===== src/rtl/alu_rr_scheduler.sv =====
// Round-robin arbiter sharing one ALU among N_REQ requesters, one op in flight.
// Define ALU_RR_STATS_EN to enable saturating per-requester grant counters.
// Instruction word layout (opaque to the scheduler): {op[7:0], a[31:0], b[31:0]}.

`ifdef ALU_RR_STATS_EN
module alu_rr_cnt #(
    parameter int CNT_W = 16
) (
    input  logic             clock,
    input  logic             reset,
    input  logic             inc,
    output logic [CNT_W-1:0] cnt
);
    always_ff @(posedge clock) begin
        if (reset)
            cnt <= '0;
        else if (inc && !(&cnt))
            cnt <= cnt + CNT_W'(1);
    end
endmodule
`endif

module alu_rr_scheduler #(
    parameter  int N_REQ   = 4,
    parameter  int ALU_LAT = 1,
    parameter  int CNT_W   = 16,
    parameter  int INST_W  = 72,
    localparam int ID_W    = $clog2(N_REQ)
) (
    input  logic                          clock,
    input  logic                          reset,
    input  logic [N_REQ-1:0]              req_valid,
    input  logic [N_REQ-1:0][INST_W-1:0]  req_inst,
    output logic [N_REQ-1:0]              req_ready,
    output logic [INST_W-1:0]             alu_iw,
    input  logic [31:0]                   alu_result,
    output logic                          rsp_valid,
    input  logic                          rsp_ready,
    output logic [ID_W-1:0]               rsp_id,
    output logic [31:0]                   rsp_result,
    output logic                          busy,
    output logic [N_REQ-1:0][CNT_W-1:0]   grant_cnt
);
    localparam int LAT_W = (ALU_LAT < 2) ? 1 : $clog2(ALU_LAT + 1);

    typedef enum logic [1:0] {S_IDLE, S_WAIT, S_RESP} state_t;

    state_t           state;
    logic [ID_W-1:0]  rr_ptr;
    logic [LAT_W-1:0] lat_cnt;
    logic             found;
    logic [ID_W-1:0]  win;
    logic [ID_W-1:0]  idx;

    // Search starts just after the last winner so every pending requester
    // is reached within N_REQ grants.
    always_comb begin
        found = 1'b0;
        win   = '0;
        idx   = '0;
        for (int k = 1; k <= N_REQ; k++) begin
            idx = ID_W'((int'(rr_ptr) + k) % N_REQ);
            if (!found && req_valid[idx]) begin
                found = 1'b1;
                win   = idx;
            end
        end
    end

    always_comb begin
        req_ready = '0;
        if (state == S_IDLE && found)
            req_ready[win] = 1'b1;
    end

    assign busy = (state != S_IDLE);

    always_ff @(posedge clock) begin
        if (reset) begin
            state      <= S_IDLE;
            alu_iw     <= '0;
            rsp_valid  <= 1'b0;
            rsp_id     <= '0;
            rsp_result <= '0;
            rr_ptr     <= ID_W'(N_REQ - 1);
            lat_cnt    <= '0;
        end else begin
            case (state)
                S_IDLE: if (found) begin
                    alu_iw  <= req_inst[win];
                    rsp_id  <= win;
                    rr_ptr  <= win;
                    lat_cnt <= LAT_W'(ALU_LAT);
                    state   <= S_WAIT;
                end
                S_WAIT: if (lat_cnt != '0) begin
                    lat_cnt <= lat_cnt - LAT_W'(1);
                end else begin
                    rsp_result <= alu_result;
                    rsp_valid  <= 1'b1;
                    state      <= S_RESP;
                end
                S_RESP: if (rsp_ready) begin
                    rsp_valid <= 1'b0;
                    state     <= S_IDLE;
                end
                default: state <= S_IDLE;
            endcase
        end
    end

`ifdef ALU_RR_STATS_EN
    for (genvar i = 0; i < N_REQ; i++) begin : g_cnt
        alu_rr_cnt #(.CNT_W(CNT_W)) u_cnt (
            .clock (clock),
            .reset (reset),
            .inc   (req_valid[i] & req_ready[i]),
            .cnt   (grant_cnt[i])
        );
    end
`else
    assign grant_cnt = '0;
`endif

endmodule


===== config.mk =====
export PLATFORM = sky130hd
export DESIGN_NAME = alu_rr_scheduler
export DESIGN_NICKNAME = d
export VERILOG_FILES = /design/src/rtl/alu_rr_scheduler.sv
export SDC_FILE = /design/constraint.sdc
export NUM_CORES = 1
export LEC_CHECK = 0
export CAP_MARGIN = 5
export CELL_PAD_IN_SITES_DETAIL_PLACEMENT = 0
export CELL_PAD_IN_SITES_GLOBAL_PLACEMENT = 1
export CORE_AREA = 2 2 194 196
export CTS_CLUSTER_SIZE = 24
export DETAILED_ROUTE_END_ITERATION = 7
export DIE_AREA = 0 0 196 198
export HOLD_SLACK_MARGIN = 0.15
export MAX_ROUTING_LAYER = met4
export PLACE_DENSITY_LB_ADDON = 0.1
export SKIP_LAST_GASP = 1
export SYNTH_ARGS = -nofsm -noshare
export SYNTH_HDL_FRONTEND = slang
export SYNTH_SLANG_ARGS = --single-unit
export TNS_END_PERCENT = 50

===== constraint.sdc =====
create_clock -name clock -period 3.09 [get_ports clock]
set_input_delay 0.7725 -clock clock [delete_from_list [all_inputs] [get_ports clock]]
set_output_delay 0.7725 -clock clock [all_outputs]
set_load 0.03 [all_outputs]

==> results.sh, run 1 <==
export IMPL_timing_final_crit_share_pct=99.70
export IMPL_drcViolationCount=0
export IMPL_vdd_ir_drop_worst_v=0.0002416
export IMPL_maxSlewHeadroom_pct=21.21
export IMPL_via_count=7425
export IMPL_cp_required_ns=2.32
export IMPL_worstPathArrival_ns=2.31
export IMPL_ys_types=34
export IMPL_path_buf_inv=2
export IMPL_gp_congestion=0.7628
export IMPL_clkLatencyLatePin_ns=0.38
export IMPL_crit_type="in -> out"
export IMPL_grt_overflow=0
export IMPL_grt_use_total_pct=17.11
export IMPL_p_per_area_nw_per_um2=493.7
export IMPL_netlist_instances=838
export IMPL_hpwl_mm=24.76
export IMPL_p_leak_nw=4.480
export IMPL_fp_dieW_um=196
export IMPL_via_per_inst=4.319
export IMPL_synth_flop_cell="dfxtp_1"
export IMPL_fillCellCount=3960
export IMPL_grt_max_degree=56
export IMPL_cp_top_family="simple AND/OR/NAND/NOR gates"
export IMPL_syn_to_final_growth_pct=72.42
export IMPL_totalPowerFinal_w=0.005959
export IMPL_maxCapViolCount=0
export IMPL_crit_slowest_cell="clkdlybuf4s50_1"
export IMPL_tritoncts="done"
export IMPL_wire_per_inst_um=19.32
export IMPL_tightest_slew_ns=1.179
export IMPL_wl_mm=33.21
export IMPL_slew_violations=0
export IMPL_antenna_found_initial=3
export IMPL_yosysWarningCount=0
export IMPL_hold_viol=0
export IMPL_hold_class="reg -> reg"
export IMPL_fin_util_pct=32.66
export IMPL_start_kind="input port"
export IMPL_synth_seq_cells=112
export IMPL_grt_pass1_vias=7303
export IMPL_async_flop_share_pct=0
export IMPL_synth_area_um2=7000
export IMPL_drtPass1Iterations=4
export IMPL_rsz0062_at_grt="yes"
export IMPL_dieArea_um2=38810
export IMPL_stdcell_count=1719
export IMPL_root_buffer="clkbuf_16"
export IMPL_ios=503
export IMPL_start_util_pct=18.94
export IMPL_rows=71
export IMPL_clock_path_buffers=2
export IMPL_synth_enable_flop_cells=0
export IMPL_setup_tns_ns=0
export IMPL_cts_max_level=3
export IMPL_skew_ns=0.01153
export IMPL_cts_sinks=112
export IMPL_outcome="finished, final reports clean"
export IMPL_grt_pass1_wl_mm=47.83
export IMPL_core_area_um2=36960
export IMPL_crit_chain="clkdlybuf4s50_1, nor2b_1, o21ai_4, and3_4, nor2_1, buf_12"
export IMPL_die_y_um=198
export IMPL_path_clk_slew_ns=0.09
export IMPL_postCtsHoldBufs=0
export IMPL_dpl_cell_count=1700
export IMPL_final_antenna_net_count=0
export IMPL_min_period_ns=3.081
export IMPL_port_buffers=438
export IMPL_cp_slowest_stage_delay_ns=0.54
export IMPL_critPathCaptureType="output port"
export IMPL_ys_seq_area_share_pct=32.03
export IMPL_hold_slack_ns=0.4571
export IMPL_max_freq_mhz=324.6
export IMPL_finalNetCount=1564
export IMPL_syn_mean_instance_area_um2=8.354
export IMPL_crit_path_max_fanout=4
export IMPL_drt_iter0_markers=181
export IMPL_cts_buffers=9
export IMPL_setup_viol=0
export IMPL_drive_above_1_share_pct=7.971
==> synthesized netlist by cell type, types with 2 or more instances <==
| master | number | area share [%] |
|---|---|---|
| a211oi_2 | 30 | 5.4 |
| mux2i_1 | 36 | 5.1 |
| buf_4 | 76 | 8.2 |
| buf_2 | 27 | 1.9 |
| clkbuf_1 | 44 | 2.4 |
| o21ai_1 | 2 | 0.14 |
| inv_1 | 39 | 2.1 |
| nand3b_1 | 36 | 3.9 |
| nor2_1 | 13 | 0.70 |
| o21ai_0 | 2 | 0.14 |
| a31oi_1 | 37 | 3.3 |
| nor3_1 | 5 | 0.36 |
| nor2b_1 | 73 | 6.5 |
| a21oi_1 | 35 | 2.5 |
| o21bai_1 | 38 | 4.1 |
| dfxtp_1 | 112 | 32 |
| nand2b_1 | 3 | 0.27 |
| a211oi_1 | 114 | 12 |
| nand2_1 | 66 | 3.5 |
| o31ai_1 | 36 | 3.9 |
==> where the power goes <==
| group | total (W) | switching [W] | leakage, nW | internal [W] |
|---|---|---|---|---|
| clock network | 0.00122 | 0.000650 | 0.136 | 0.000566 |
| logic | 0.00293 | 0.00167 | 3.42 | 0.00127 |
| registers | 0.00181 | 0.000132 | 0.925 | 0.00168 |
| total | 0.00596 | 0.00245 | 4.48 | 0.00351 |
==> cells in the final DEF (no fill, tap or decap), types with 37 or more instances in the layout <==
| cell | netlist | routed |
|---|---|---|
| dfxtp_1 | 112 | 112 |
| clkdlybuf4s50_1 | 0 | 432 |
| nand2_1 | 66 | 66 |
| inv_1 | 39 | 39 |
| o21bai_1 | 38 | 38 |
| a211oi_1 | 114 | 114 |
| a31oi_1 | 37 | 37 |
| conb_1 | 1 | 64 |
| nor2b_1 | 73 | 73 |
==> cells by family after synthesis <==
kind of cell / count (synthesis) / share of synthesized area [%]
AND/OR/NAND/NOR: 205 / 16.07
other: 1 / 0.05357
flip-flops: 112 / 32.03
multiplexers: 36 / 5.148
AO/OA/AOI/OAI: 297 / 32.01
buffers and inverters: 187 / 14.69
==> layer usage <==
metal | vias up | global-route usage (%) | routed length (um)
met5 | - | - | 0
met4 | 0 | 3.760 | 427
met3 | 21 | 5.570 | 2538
met2 | 279 | 29.56 | 16680
met1 | 3439 | 19.26 | 13560
li1 | 3686 | - | -
==> flip-flops by register name, summed over array words and instances, names as in the netlist <==
register and cells:
alu_iw 72, lat_cnt 1, rr_ptr 2, rsp_id 2
rsp_result 32, rsp_valid 1, state 2
==> worst paths after layout <==
check                               from  cells after the start                     endpoint  slack (ns)
max                         req_valid[1]                      6                 req_ready[3]       0.009
min          rsp_result[25]$_SDFFE_PP0P_                      2  rsp_result[25]$_SDFFE_PP0P_        0.46
max reg2reg        state[1]$_SDFFE_PP0P_                      5      alu_iw[59]$_SDFFE_PP0P_        0.91
min reg2reg  rsp_result[25]$_SDFFE_PP0P_                      2  rsp_result[25]$_SDFFE_PP0P_        0.46
==> final cells by class <==
cell class              count  area, um^2  area share, %
inverters                  39       146.4          1.213
multi-input cells         602        4064          33.67
clock inverters             5       43.79         0.3628
well taps                 474       593.1          4.913
repair buffers            473        4741          39.28
diodes                      3       7.507        0.06220
clock buffers              11       232.7          1.928
flip-flops and latches    112        2242          18.58
==> per-stage QoR <==
step	cell area (um^2)	setup slack (ns)
final	12070	0.009237
after global routing	12070	-0.04091
after floorplan	7242	-0.02386
after global placement	11750	-0.2604
after CTS	12040	-0.01777
after detailed placement	11750	-0.2727
==> worst reg2reg max path, cell delays in order, from the launching register on <==
cell and delay [ns]:
dfxtp_1 0.39, nor2_1 0.29, inv_1 0.15, nor2_4 0.92, o21bai_1 0.20, a211oi_2 0.17
==> timing repair <==
| action | CTS | global route |
|---|---|---|
| setup buffers | 0 | 0 |
| resized for setup | 3 | 4 |
| endpoints found under the hold margin | 0 | 0 |
| setup endpoints to repair | 2 | 3 |
| pin swaps | 1 | 2 |
| cloned | 0 | 0 |
Note: power is estimated with default switching activity, not from simulation.
==> inputs of run 2 (changes only) <==
--- a/config.mk
+++ b/config.mk
@@ -5,7 +5,7 @@
 export SDC_FILE = /design/constraint.sdc
 export NUM_CORES = 1
 export LEC_CHECK = 0
-export CAP_MARGIN = 5
+export CAP_MARGIN = 20
 export CELL_PAD_IN_SITES_DETAIL_PLACEMENT = 0
 export CELL_PAD_IN_SITES_GLOBAL_PLACEMENT = 1
 export CORE_AREA = 2 2 194 196
==> results.sh, run 2 (synthesized netlist as in run 1, its figures left out) <==
export IMPL_start_util_pct=18.94
export IMPL_cp_slowest_stage_delay_ns=0.56
export IMPL_crit_chain="clkdlybuf4s50_1, nand2b_1, a21o_1, and3_4, nor2_1, buf_12"
export IMPL_wl_mm=33.31
export IMPL_syn_to_final_growth_pct=73.69
export IMPL_rsz0062_at_grt="yes"
export IMPL_slew_violations=0
export IMPL_grt_overflow=0
export IMPL_grt_max_degree=56
export IMPL_rows=71
export IMPL_p_leak_nw=4.518
export IMPL_maxCapViolCount=0
export IMPL_vdd_ir_drop_worst_v=0.0002695
export IMPL_crit_slowest_cell="clkdlybuf4s50_1"
export IMPL_via_count=7427
export IMPL_totalPowerFinal_w=0.006122
export IMPL_hold_viol=0
export IMPL_core_area_um2=36960
export IMPL_drcViolationCount=0
export IMPL_fp_dieW_um=196
export IMPL_dieArea_um2=38810
export IMPL_skew_ns=0.01095
export IMPL_max_freq_mhz=325.9
export IMPL_worstRegToRegCells=7
export IMPL_setup_viol=0
export IMPL_path_clk_slew_ns=0.09
export IMPL_dpl_cell_area_um2=11780
export IMPL_cp_required_ns=2.32
export IMPL_crit_path_max_fanout=4
export IMPL_clkLatencyLatePin_ns=0.38
export IMPL_timing_final_crit_share_pct=99.30
export IMPL_clock_path_buffers=2
export IMPL_maxSlewHeadroom_pct=57.00
export IMPL_top_register="alu_iw"
export IMPL_p_per_area_nw_per_um2=503.5
export IMPL_layout_commonest_cell="clkdlybuf4s50_1"
export IMPL_post_cts_buffers=0
export IMPL_fin_util_pct=32.90
export IMPL_grt_use_total_pct=17.18
export IMPL_cts_buffers=9
export IMPL_tightest_slew_ns=0.6435
export IMPL_antenna_found_initial=3
export IMPL_via_per_inst=4.316
export IMPL_port_buffers=438
export IMPL_reg_top3="alu_iw: 72 flops, rsp_result: 32 flops"
export IMPL_ios=503
export IMPL_postCtsHoldBufs=0
export IMPL_min_period_ns=3.068
export IMPL_critPathCaptureType="output port"
export IMPL_start_kind="input port"
export IMPL_hold_depth=2
export IMPL_cts_sinks=112
export IMPL_grt_pass1_vias=7344
export IMPL_post_route_cell_area_um2=12160
export IMPL_largest_register_ffs=72
export IMPL_final_cell_mix="clkdlybuf4s50_1 (432), a211oi_1 (114), dfxtp_1 (112)"
export IMPL_drtPass1Iterations=4
export IMPL_hold_class="reg -> reg"
export IMPL_cts_max_level=3
export IMPL_drt_iter0_markers=210
export IMPL_die_y_um=198
export IMPL_gp_congestion=0.7628
export IMPL_drive_above_1_share_pct=8.206
export IMPL_hpwl_mm=24.97
export IMPL_grt_pass1_wl_mm=48.24
export IMPL_worstPathArrival_ns=2.30
export IMPL_finalNetCount=1565
export IMPL_outcome="finished, final reports clean"
export IMPL_wire_per_inst_um=19.36
export IMPL_tritoncts="done"
export IMPL_root_buffer="clkbuf_16"
export IMPL_final_antenna_net_count=0
export IMPL_crit_type="in -> out"
[run 2: cell count changes in the layout (fill, tap and decap cells not counted)]
| cell | before | now |
|---|---|---|
| inv_8 | 0 | 2 |
| clkinv_4 | 0 | 1 |
| buf_16 | 0 | 1 |
| bufinv_16 | 0 | 1 |
| clkbuf_1 | 2 | 0 |
| diode_2 | 3 | 4 |
| clkinv_8 | 0 | 3 |
| inv_6 | 5 | 0 |
[run 2: repair_timing]
item                       CTS  global route
resized for setup            3             4
setup endpoints to repair    2             3
pin swaps                    1             1
gates cloned                 0             0
[run 2: worst paths after layout]
check | start | to | slack (ns)
max | req_valid[1] | req_ready[3] | 0.02
min reg2reg | rsp_result[10]$_SDFFE_PP0P_ | rsp_result[10]$_SDFFE_PP0P_ | 0.46
min | rsp_result[10]$_SDFFE_PP0P_ | rsp_result[10]$_SDFFE_PP0P_ | 0.46
max reg2reg | rr_ptr[0]$_SDFFE_PP1P_ | alu_iw[59]$_SDFFE_PP0P_ | 1.02
[run 2: routing by layer]
metal  share of wire [%]  global-route usage (%)  up-vias
li1                    -                       -     3692
met1                  41                   19.41     3437
met2                  51                   29.85      284
met3                 7.3                   5.502       14
met4                0.95                   3.395        0
met5                   0                       -        -
[run 2: layout make-up]
class | instances | area (um^2)
multi-input combinational | 602 | 4064
clock buffer | 9 | 225.2
fill | 3927 | 24800
tap | 474 | 593.1
antenna | 4 | 10.01
sequential | 112 | 2242
inverter | 39 | 146.4
timing repair buffer | 474 | 4768
clock inverter | 7 | 110.1
[run 2: stage by stage]
stage	setup TNS [ns]	hold slack [ns]	cells	setup WS, ns
6_report	0	0.4594	1721	0.02158
5_1_grt	-0.06608	0.4792	1720	-0.03936
4_1_cts	-0.04229	0.4633	1717	-0.02809
3_5_place_dp	-0.3176	0.4494	1701	-0.2945
3_3_place_gp	-0.2789	0.4423	1700	-0.2604
2_1_floorplan	-0.02386	0.4902	901	-0.02386
[run 2: critical path: cells and delay by family]
family / cells / cell delay (ns)
and+or+nand+nor: 3 / 0.57
AOI/OAI and AO/OA: 1 / 0.22
buffers and inverters: 2 / 0.72
[run 2: where the power goes]
group | internal, W | switching, W
Combinational | 0.00128 | 0.00167
Sequential | 0.00168 | 0.000132
Clock | 0.000666 | 0.000696
Total | 0.00363 | 0.00250
==> RTL change, RTL diff (flow settings as in run 2) <==
Build with the macro `ALU_RR_STATS_EN` defined.
--- a/src/rtl/alu_rr_scheduler.sv
+++ b/src/rtl/alu_rr_scheduler.sv
@@ -1,6 +1,8 @@
 // Round-robin arbiter sharing one ALU among N_REQ requesters, one op in flight.
 // Define ALU_RR_STATS_EN to enable saturating per-requester grant counters.
 // Instruction word layout (opaque to the scheduler): {op[7:0], a[31:0], b[31:0]}.
+
+`define ALU_RR_STATS_EN
 
 `ifdef ALU_RR_STATS_EN
 module alu_rr_cnt #(
Formal check against the unedited RTL: not equivalent (a bounded check fails within 4 cycles, from zero or initial values and one cycle with reset high).
==> RTL change against run 2 <==
Utilization rose by 10 points. Non-clock buffer count rose by 94. Power rose by 28%. Wire length rose by 25%. Die area did not move. Sequential cell count rose by 64. Cell area rose by 30%. Area after synthesis rose by 33%. Sequential share of layout area rose by 3.8 points. Setup slack improved by 0.13 ns. Count of clock-buffer cells in the layout rose by 8. Critical path type unchanged.
==> RTL change: results (changes against run 2) <==
run_status:
  outcome: "finished, final reports clean"  # unchanged
logic_synthesis:
  synth_common_cells: "dfxtp_1 (176), a21oi_1 (128), nand2_1 (98)"  # was a211oi_1 (114), dfxtp_1 (112), buf_4 (76)
  synthAdderAreaFrac: 0.00539  # was 0
  syn_area_per_cell_um2: 8.67  # was 8.35 µm²
  muxShareOfSynthArea: 0.130  # was 0.0515
  synth.area.top_cells: "dfxtp_1 (38%), mux2i_1 (7.4%), a21oi_1 (6.9%)"  # was dfxtp_1 (32%), a211oi_1 (12%), buf_4 (8.2%)
  synth_compound_area_frac: 0.229  # was 0.320
  ys_seq_area_frac: 0.379  # was 0.320
  ys_types: 57  # was 34
setup_path:
  worst-r2r-cell-count: 10  # was 7
  r2r-start: "rr_ptr[1]"  # was rr_ptr[0]
  path_max_fanout: 7  # was 4
  worst-r2r-setup-slack_ns: 0.42  # was 1.02 ns
  rr_endpoint: "alu_iw[61]"  # was alu_iw[59]
  cp_slowest_cell: "dlygate4sd2_1"  # was clkdlybuf4s50_1
  crit_arrival_ns: 2.17  # was 2.30 ns
  crit_end: "req_ready[2]"  # was req_ready[3]
layout:
  nNetsFinal: 1897  # was 1,565
  drive_gt1_frac: 0.0893  # was 0.0821
  reg_top3: "alu_iw x72, g_cnt.u_cnt.cnt x64, rsp_result x32"  # was alu_iw x72, rsp_result x32
  final_area_um2: 15900  # was 12,200 µm²
global_route:
  grt_pass1_vias: 9935  # was 7,344
  globalRouteMet3Util: 0.0513  # was 0.0550
  antenna_found_initial: 1  # was 3
  met1_usage: 0.258  # was 0.194
  grt_max_degree: 103  # was 56
routing:
  drt-initial-drc-count: 443  # was 210
  wirelength_um: 41600  # was 33,300 µm
  wl_per_cell_um: 20.3  # was 19.4 µm
  route.met3.wl_um: 2270  # was 2440 µm
  first_pass_iters: 5  # was 4
placement:
  gp_congestion: 0.822  # was 0.763
  placed_cells: 2016  # was 1,701
  pre_cts_slack_ns: -0.208  # was -0.294 ns
power_and_ir_drop:
  leakage_nw: 5.56  # was 4.52 nW
sta:
  skew_ns: 0.0124  # was 0.0110 ns
  worst_pin_slew_ns: 0.583  # was 0.644 ns
clock_tree:
  insertion_delay_ns: 0.45  # was 0.38 ns
  h-tree-depth: 4  # was 3
  cts_setup_buffers: 3  # was 0
  cts_resized: 10  # was 3
-- RTL change: worst min-delay path by stage --
stage	from	end	slack, ns	cells after the start
floorplan	state[1]	state[0]	0.47	1
global placement	rsp_result[1]	rsp_result[1]	0.44	2
detailed placement	rsp_result[28]	rsp_result[28]	0.45	2
CTS	rsp_result[28]	rsp_result[28]	0.46	2
global route	rsp_result[3]	rsp_result[3]	0.47	2
finish	rsp_result[28]	rsp_result[28]	0.45	2
-- RTL change: layout make-up --
cell class	count	share of cell area
clock buffers	17	0.0268
well taps	474	0.0374
flip-flops and latches	176	0.222
diodes	3	0.000474
inverters	17	0.00403
repair buffers	568	0.359
clock inverters	15	0.0113
multi-input cells	786	0.339
-- RTL change: power by group --
group	total (mW)	internal, mW	switching (mW)
Clock	2.33	1.23	1.10
Combinational	2.85	1.36	1.49
Sequential	2.67	2.51	0.163
Total	7.85	5.09	2.76
